**src/rtl/cam_capture_rgb444.sv**
```systemverilog
// OV7670-style capture: packs RGB444 byte pairs into 12-bit pixels
// and writes them linearly into a H_PIXELS x V_LINES frame buffer.
module cam_capture_rgb444 #(
   parameter int H_PIXELS = 160,
   parameter int V_LINES  = 120,
   parameter int AW       = 15,
   parameter int DW       = 12
) (
   input  logic          clk,
   input  logic          rst,
   input  logic          CAM_vsync,
   input  logic          CAM_href,
   input  logic [7:0]    CAM_px_data,
   output logic          DP_RAM_regW,
   output logic [AW-1:0] DP_RAM_addr_in,
   output logic [DW-1:0] DP_RAM_data_in,
   output logic          frame_done,
   output logic          line_err
);

   localparam int CW = $clog2(H_PIXELS + 1);
   localparam int RW = $clog2(V_LINES + 1);

   localparam logic [CW-1:0] H_MAX  = CW'(H_PIXELS);
   localparam logic [RW-1:0] V_MAX  = RW'(V_LINES);
   localparam logic [RW-1:0] V_LAST = RW'(V_LINES - 1);
   localparam logic [AW-1:0] H_STEP = AW'(H_PIXELS);

   typedef enum logic [1:0] {
      WAIT_FRAME,
      BYTE_HI,
      BYTE_LO
   } state_t;

   state_t        state_q;
   logic          vsync_q;
   logic          href_q;
   logic [CW-1:0] col_q;
   logic [RW-1:0] row_q;
   logic [AW-1:0] base_q;
   logic [3:0]    r_hold_q;
   logic          regw_q;
   logic [AW-1:0] addr_q;
   logic [DW-1:0] data_q;
   logic          done_q;
   logic          lerr_q;

   logic vs_fall;
   logic vs_rise;
   logic href_fall;
   logic pix_ok;
   logic line_adv;
   logic last_line;
   logic capturing;

   assign vs_fall   = vsync_q & ~CAM_vsync;
   assign vs_rise   = ~vsync_q & CAM_vsync;
   assign href_fall = href_q & ~CAM_href;
   assign pix_ok    = (col_q < H_MAX) && (row_q < V_MAX);
   assign line_adv  = href_fall && (col_q != '0);
   assign last_line = (row_q == V_LAST);
   assign capturing = (state_q != WAIT_FRAME);

   always_ff @(posedge clk) begin
      if (rst) begin
         state_q  <= WAIT_FRAME;
         vsync_q  <= 1'b0;
         href_q   <= 1'b0;
         col_q    <= '0;
         row_q    <= '0;
         base_q   <= '0;
         r_hold_q <= '0;
         regw_q   <= 1'b0;
         addr_q   <= '0;
         data_q   <= '0;
         done_q   <= 1'b0;
         lerr_q   <= 1'b0;
      end else begin
         vsync_q <= CAM_vsync;
         href_q  <= CAM_href;
         regw_q  <= 1'b0;
         done_q  <= 1'b0;
         lerr_q  <= 1'b0;

         unique case (state_q)
            WAIT_FRAME: begin
               if (vs_fall) begin
                  state_q <= BYTE_HI;
                  col_q   <= '0;
                  row_q   <= '0;
                  base_q  <= '0;
               end
            end
            BYTE_HI: begin
               if (CAM_href) begin
                  r_hold_q <= CAM_px_data[3:0];
                  state_q  <= BYTE_LO;
               end
            end
            BYTE_LO: begin
               if (CAM_href) begin
                  if (pix_ok) begin
                     regw_q <= 1'b1;
                     addr_q <= base_q + AW'(col_q);
                     data_q <= DW'({r_hold_q,
                                    CAM_px_data[7:4],
                                    CAM_px_data[3:0]});
                     col_q  <= col_q + 1'b1;
                  end
               end else begin
                  // an aborting vsync swallows the half pixel silently
                  lerr_q <= ~CAM_vsync;
               end
               state_q <= BYTE_HI;
            end
            default: state_q <= WAIT_FRAME;
         endcase

         if (capturing) begin
            if (line_adv) begin
               col_q  <= '0;
               row_q  <= row_q + 1'b1;
               base_q <= base_q + H_STEP;
               if (last_line) begin
                  done_q  <= 1'b1;
                  state_q <= WAIT_FRAME;
               end
            end
            if (vs_rise) begin
               state_q <= WAIT_FRAME;
            end
         end
      end
   end

   assign DP_RAM_regW    = regw_q;
   assign DP_RAM_addr_in = addr_q;
   assign DP_RAM_data_in = data_q;
   assign frame_done     = done_q;
   assign line_err       = lerr_q;

endmodule

```
**config.mk**
```make
export PLATFORM = sky130hd
export DESIGN_NAME = cam_capture_rgb444
export DESIGN_NICKNAME = d
export VERILOG_FILES = /design/src/rtl/cam_capture_rgb444.sv
export SDC_FILE = /design/constraint.sdc
export NUM_CORES = 1
export LEC_CHECK = 0
export BUFFER_PORTS_ARGS = -buffer_cell sky130_fd_sc_hd__buf_2
export CAP_MARGIN = 20
export CORE_MARGIN = 3
export CORE_UTILIZATION = 35
export CTS_BUF_LIST = sky130_fd_sc_hd__clkbuf_8
export DETAILED_ROUTE_END_ITERATION = 12
export PLACE_DENSITY = 0.62
export SLEW_MARGIN = 20
export SYNTH_ARGS = -nofsm -noshare
export SYNTH_HDL_FRONTEND = slang
export SYNTH_SLANG_ARGS = --single-unit
```
**constraint.sdc**
```tcl
create_clock -name clk -period 6.3 [get_ports clk]
set_clock_uncertainty 0.2 [all_clocks]
set_input_delay 1.26 -clock clk [delete_from_list [all_inputs] [get_ports clk]]
set_output_delay 1.26 -clock clk [all_outputs]
set_load 0.01 [all_outputs]
```
# Yosys cells after proc, flatten, opt, wreduce, memory -nomap -nowiden
# Index checks and enable logic that the tools add are counted.
# totals
reg_bits	68
in_bits	12
wordCells	63
# op_classes
n_addsub	4
n_lt_le_gt_ge	2
eq_ne	3
mux	23
n_bitwise	9
reduce_logical	10
# op_table
op	count
15-bit two-way mux	4
8-bit two-way mux	5
7-bit two-way mux	4
8-bit one-hot mux with 2 select lines	1
15-bit by 8-bit adder with 15-bit output	1
15-bit by 8-bit adder with 15-bit output (second input constant)	1
2-bit two-way mux	6
3-bit OR reduction	3
8-bit by 1-bit adder with 8-bit output (second input constant)	1
8-bit less-than comparator (second input constant)	1
8-bit nonzero test	1
7-bit by 1-bit adder with 7-bit output (second input constant)	1
7-bit == test (second input constant)	1
7-bit less-than comparator (second input constant)	1
1-bit NOT	6
2-bit one-hot mux with 3 select lines	1
1-bit bitwise AND	3
3-bit AND reduction	1
2-bit by 1-bit == test with 1-bit output (second input constant)	1
2-bit == test (second input constant)	1
1-bit logical AND	2
2-bit zero test	1
1-bit two-way mux	2
2-bit AND reduction	1
2-bit nonzero test	1

# Longest topological paths before layout
# depth
depth_word	8
ltp_mapped	8

# Least setup slack after synthesis
# OpenSTA, ideal clock, no wires.
# synth_timing
kind	input to register
start	in CAM_href
end	reg base_q[11]
setup_time_ns	0.070
arrival_time_ns	2.273
setup_slack_ns	3.757
path_stages	5
path_buffers	0
path_cell_list	nand2b_4 > a211oi_4 > nand2_2 > or3_1 > a21oi_1
# synth_between
elab_chain_cells	5
# synth_rtl
item	line	source
from (decl)	12	input logic CAM_href,
1-bit NOT (no source line)	-	
1-bit bitwise AND	58	assign href_fall = href_q & ~CAM_href;
1-bit logical AND	60	assign line_adv = href_fall && (col_q != '0);
15-bit two-way mux	120	if (line_adv) begin
15-bit two-way mux	119	if (capturing) begin
to (signal assigned)	123	base_q <= base_q + H_STEP;
to (decl)	40	logic [AW-1:0] base_q;
# No other way between the ends.
# A chain may end at the register's enable or synchronous reset.

# Final worst setup path
# Same ends and word-level chain as after synthesis.

==> flow_summary.toml <==
[detailed_routing]
drt-wirelength-per-cell_um = 13.3
drt-pass1-iter-count = 4
route.detailed.drc = 0
drtIter0Drc = 137
vias_per_cell = 5.10
ant_nets = 0
dr_total_vias = 2594
route.final.wire_length_um = 6790

[placed_design]
detailedPlacementHpwl_um = 4770
numPlacedInstances = 493
gpl.final_weighted_congestion = 0.804
portBuffers = 41

[floorplanning]
die_height_um = 101
initial_utilization_pct = 37.0
fp.dieArea_sq_mm = 0.0101
fp-row-count = 33
core_region_sq_mm = 0.00846
num_io_pins = 42
floorplan.die.width_um = 101

[synth]
synthCells = 363
synth_top_area_cell = "dfxtp_1"
synth_seq_cells = 68
ys_top_cells_by_count = "dfxtp_1, nand2_1, a21oi_1, nor2_1, xor2_1"
syn-cell-area_sq_mm = 0.00313
synthesis.area_per_instance_sq_um = 8.63
synth-warning-count = 0
net_count_after_synthesis = 388
number_of_enable_flip_flop_cells_after_synthesis = 0
synthFlopType = "dfxtp_1"
synth.top_cells.by_area = "dfxtp_1, nand2_1, a21oi_1"
synth_top_area_share_pct = 43.4
yosys.cell_count.top_type = "dfxtp_1"
yosysSeqAreaShare_pct = 43.4
synthArstFlopShare_pct = 0
synthDistinctLibCells = 51

[clock_tree]
cts.root.buffer_cell = "clkbuf_8"
post_cts_resize_count = 0
clk_latency_ps = 330
tritoncts_clock_tree = "done"
htree_levels = 3
post_cts_buffers = 0
cts_hold_repair.buffers = 0
clkSinkCount = 68
cts.clk_slew.worst_paths_ps = 70
cts_buf_count = 9
cts_max_path_buffers = 2

[power_and_ir_drop]
power_density_mw_per_mm2 = 238
leakage_nw = 1.44
vdd_ir_drop_max_mv = 0.144

[grt]
grt_pass1_wl_um = 11800
grt_use_met1_pct = 18.7
first_global_vias = 2462
grt_util_all_layers_pct = 14.5
globalRoute.busiestLayer = "met2"
gr-usage-met2_pct = 22.8
grt_max_degree = 49
grt_antenna_before_repair = 0
grt_overflow = 0
grt_util_met3_pct = 3.60

[setup_path]
crit_path_top_delay_cell = "a211oi_4"
cp_top_family = "compound AO/OA/AOI/OAI gates"
worst_r2r_endpoint = "DP_RAM_addr_in[14]$_SDFFE_PP0P_"
critical-path-max-stage-delay_ps = 640
critPathRequiredTime_ps = 6360
worstRegToRegCells = 7
cp_cell_sequence = "buf_2 -> nand2b_4 -> a211oi_4 -> nand2_2 -> or3_1 -> a21oi_1"
critical_path_class = "in2reg"
rrSetupSlack_ps = 3810
worstSetupEndpointType = "flip-flop"
critical_path.startpoint = "CAM_href"
worstPathArrival_ps = 2810
critPathMaxFanout = 18
critical_path.startpoint_type = "primary input"
worstPathBufferInverterCount = 1
worst_r2r_startpoint = "col_q[0]$_SDFF_PP0_"

[timing]
final.period_utilization_pct = 43.6
tightest_slew_ps = 847
rsz0062_at_grt = "false"
slew_hr_pct = 43.4
finalHoldViolations = 0
achievable-frequency_mhz = 364
final_max_slew_viol_count = 0
finalCriticalPeriod_ps = 2750
final.setup.tns_ps = 0
setup-violations-final = 0

[flow_run]
max_cap_violations = 0

[min_path]
min-delay-start = "r_hold_q[0]$_SDFFE_PP0P_"
min_path_type = "reg2reg"
min_delay_worst_endpoint = "DP_RAM_data_in[8]$_SDFFE_PP0P_"
worstHoldPathCells = 2

[final_layout]
multi_input_gate_area_sq_mm = 0.00166
share_of_cells_above_drive_strength_1_pct = 16.6
design.final.nets = 424
syn2layout_area_growth_pct = 14.7
seq_area_sq_mm = 0.00136
fillers = 833
diodes = 0
final_cell_count_no_fill = 509

[run_status]
outcome = "complete, no violations"
## cells in the final DEF (no fill, tap or decap), types with 4 or more instances in the layout
master and n:
dfxtp_1 68, nand2_1 58, buf_2 41, nor2_1 37, a21oi_1 37, xor2_1 17
nand3_1 15, ha_1 12, clkbuf_8 10, a211oi_1 9, o21ai_0 8, nor3_1 7
xnor2_1 6, nand4_1 6, and2_1 6, nand2b_1 5, and3_1 5, inv_1 4
mux2i_1 4, o211ai_1 4
## registers in the layout, summed over array words and instances (netlist names)
register and cells:
row_q 7, DP_RAM_regW 1, r_hold_q 4, vsync_q 1
line_err 1, base_q 15, state_q 2, href_q 1
DP_RAM_addr_in 15, DP_RAM_data_in 12, col_q 8, frame_done 1
## worst reg2reg max path: stages, from the launching register on
cell	delay, ps
dfxtp_1	360
ha_1	250
fa_1	410
a211oi_1	400
o211ai_1	290
nand3_1	150
xor2_1	190
a211oi_1	100
## through the flow
| step | total power, mW | setup WS [ps] | hold slack [ps] | util (%) | area [sq um] |
|---|---|---|---|---|---|
| global route | 0.890 | 3430 | 268 | 42.5 | 3600 |
| CTS | 0.871 | 3570 | 256 | 42.5 | 3600 |
| finish | 0.856 | 3550 | 252 | 42.5 | 3600 |
| detailed placement | 0.466 | 3210 | 245 | 39.8 | 3370 |
| floorplan | 0.459 | 3760 | 232 | - | 3130 |
| global placement | 0.466 | 3250 | 240 | 39.8 | 3370 |
## layer usage
| layer | routed length (um) | share of wire (%) | vias to the layer above |
|---|---|---|---|
| li1 | - | - | 1336 |
| met3 | 196 | 2.9 | 9 |
| met2 | 3210 | 47 | 36 |
| met5 | 0 | 0 | - |
| met4 | 150 | 2.2 | 0 |
| met1 | 3230 | 48 | 1213 |
## cell type report
type | count | share of cell area [%]
Timing Repair Buffer | 41 | 5.71
Clock inverter | 6 | 2.44
Tap cell | 105 | 3.65
Clock buffer | 10 | 3.83
Inverter | 4 | 0.418
Multi-Input combinational cell | 275 | 46.1
Sequential cell | 68 | 37.9
## report_power, final
part	internal, mW	switching, mW
clock	0.234	0.166
sequential	0.431	0.00133
combinational	0.00712	0.0161
## logic make-up after synthesis
group | share of synthesized area (%)
AO/OA/AOI/OAI | 14.9
XOR/XNOR | 6.43
adder cells (fa/ha/maj) | 5.43
buffers and inverters | 3.67
flip-flops | 43.4
multiplexers | 1.28
AND/OR/NAND/NOR | 24.9
## worst max-delay path by stage
stage / to / slack, ps / cells past startpoint
2_1_floorplan: base_q[11]$_SDFF_PP0_ / 3760 / 5
3_3_place_gp: base_q[11]$_SDFF_PP0_ / 3250 / 6
3_5_place_dp: base_q[11]$_SDFF_PP0_ / 3210 / 6
4_1_cts: base_q[11]$_SDFF_PP0_ / 3570 / 6
5_1_grt: base_q[11]$_SDFF_PP0_ / 3430 / 6
6_report: base_q[11]$_SDFF_PP0_ / 3550 / 6
(Power assumes the default switching activity.)
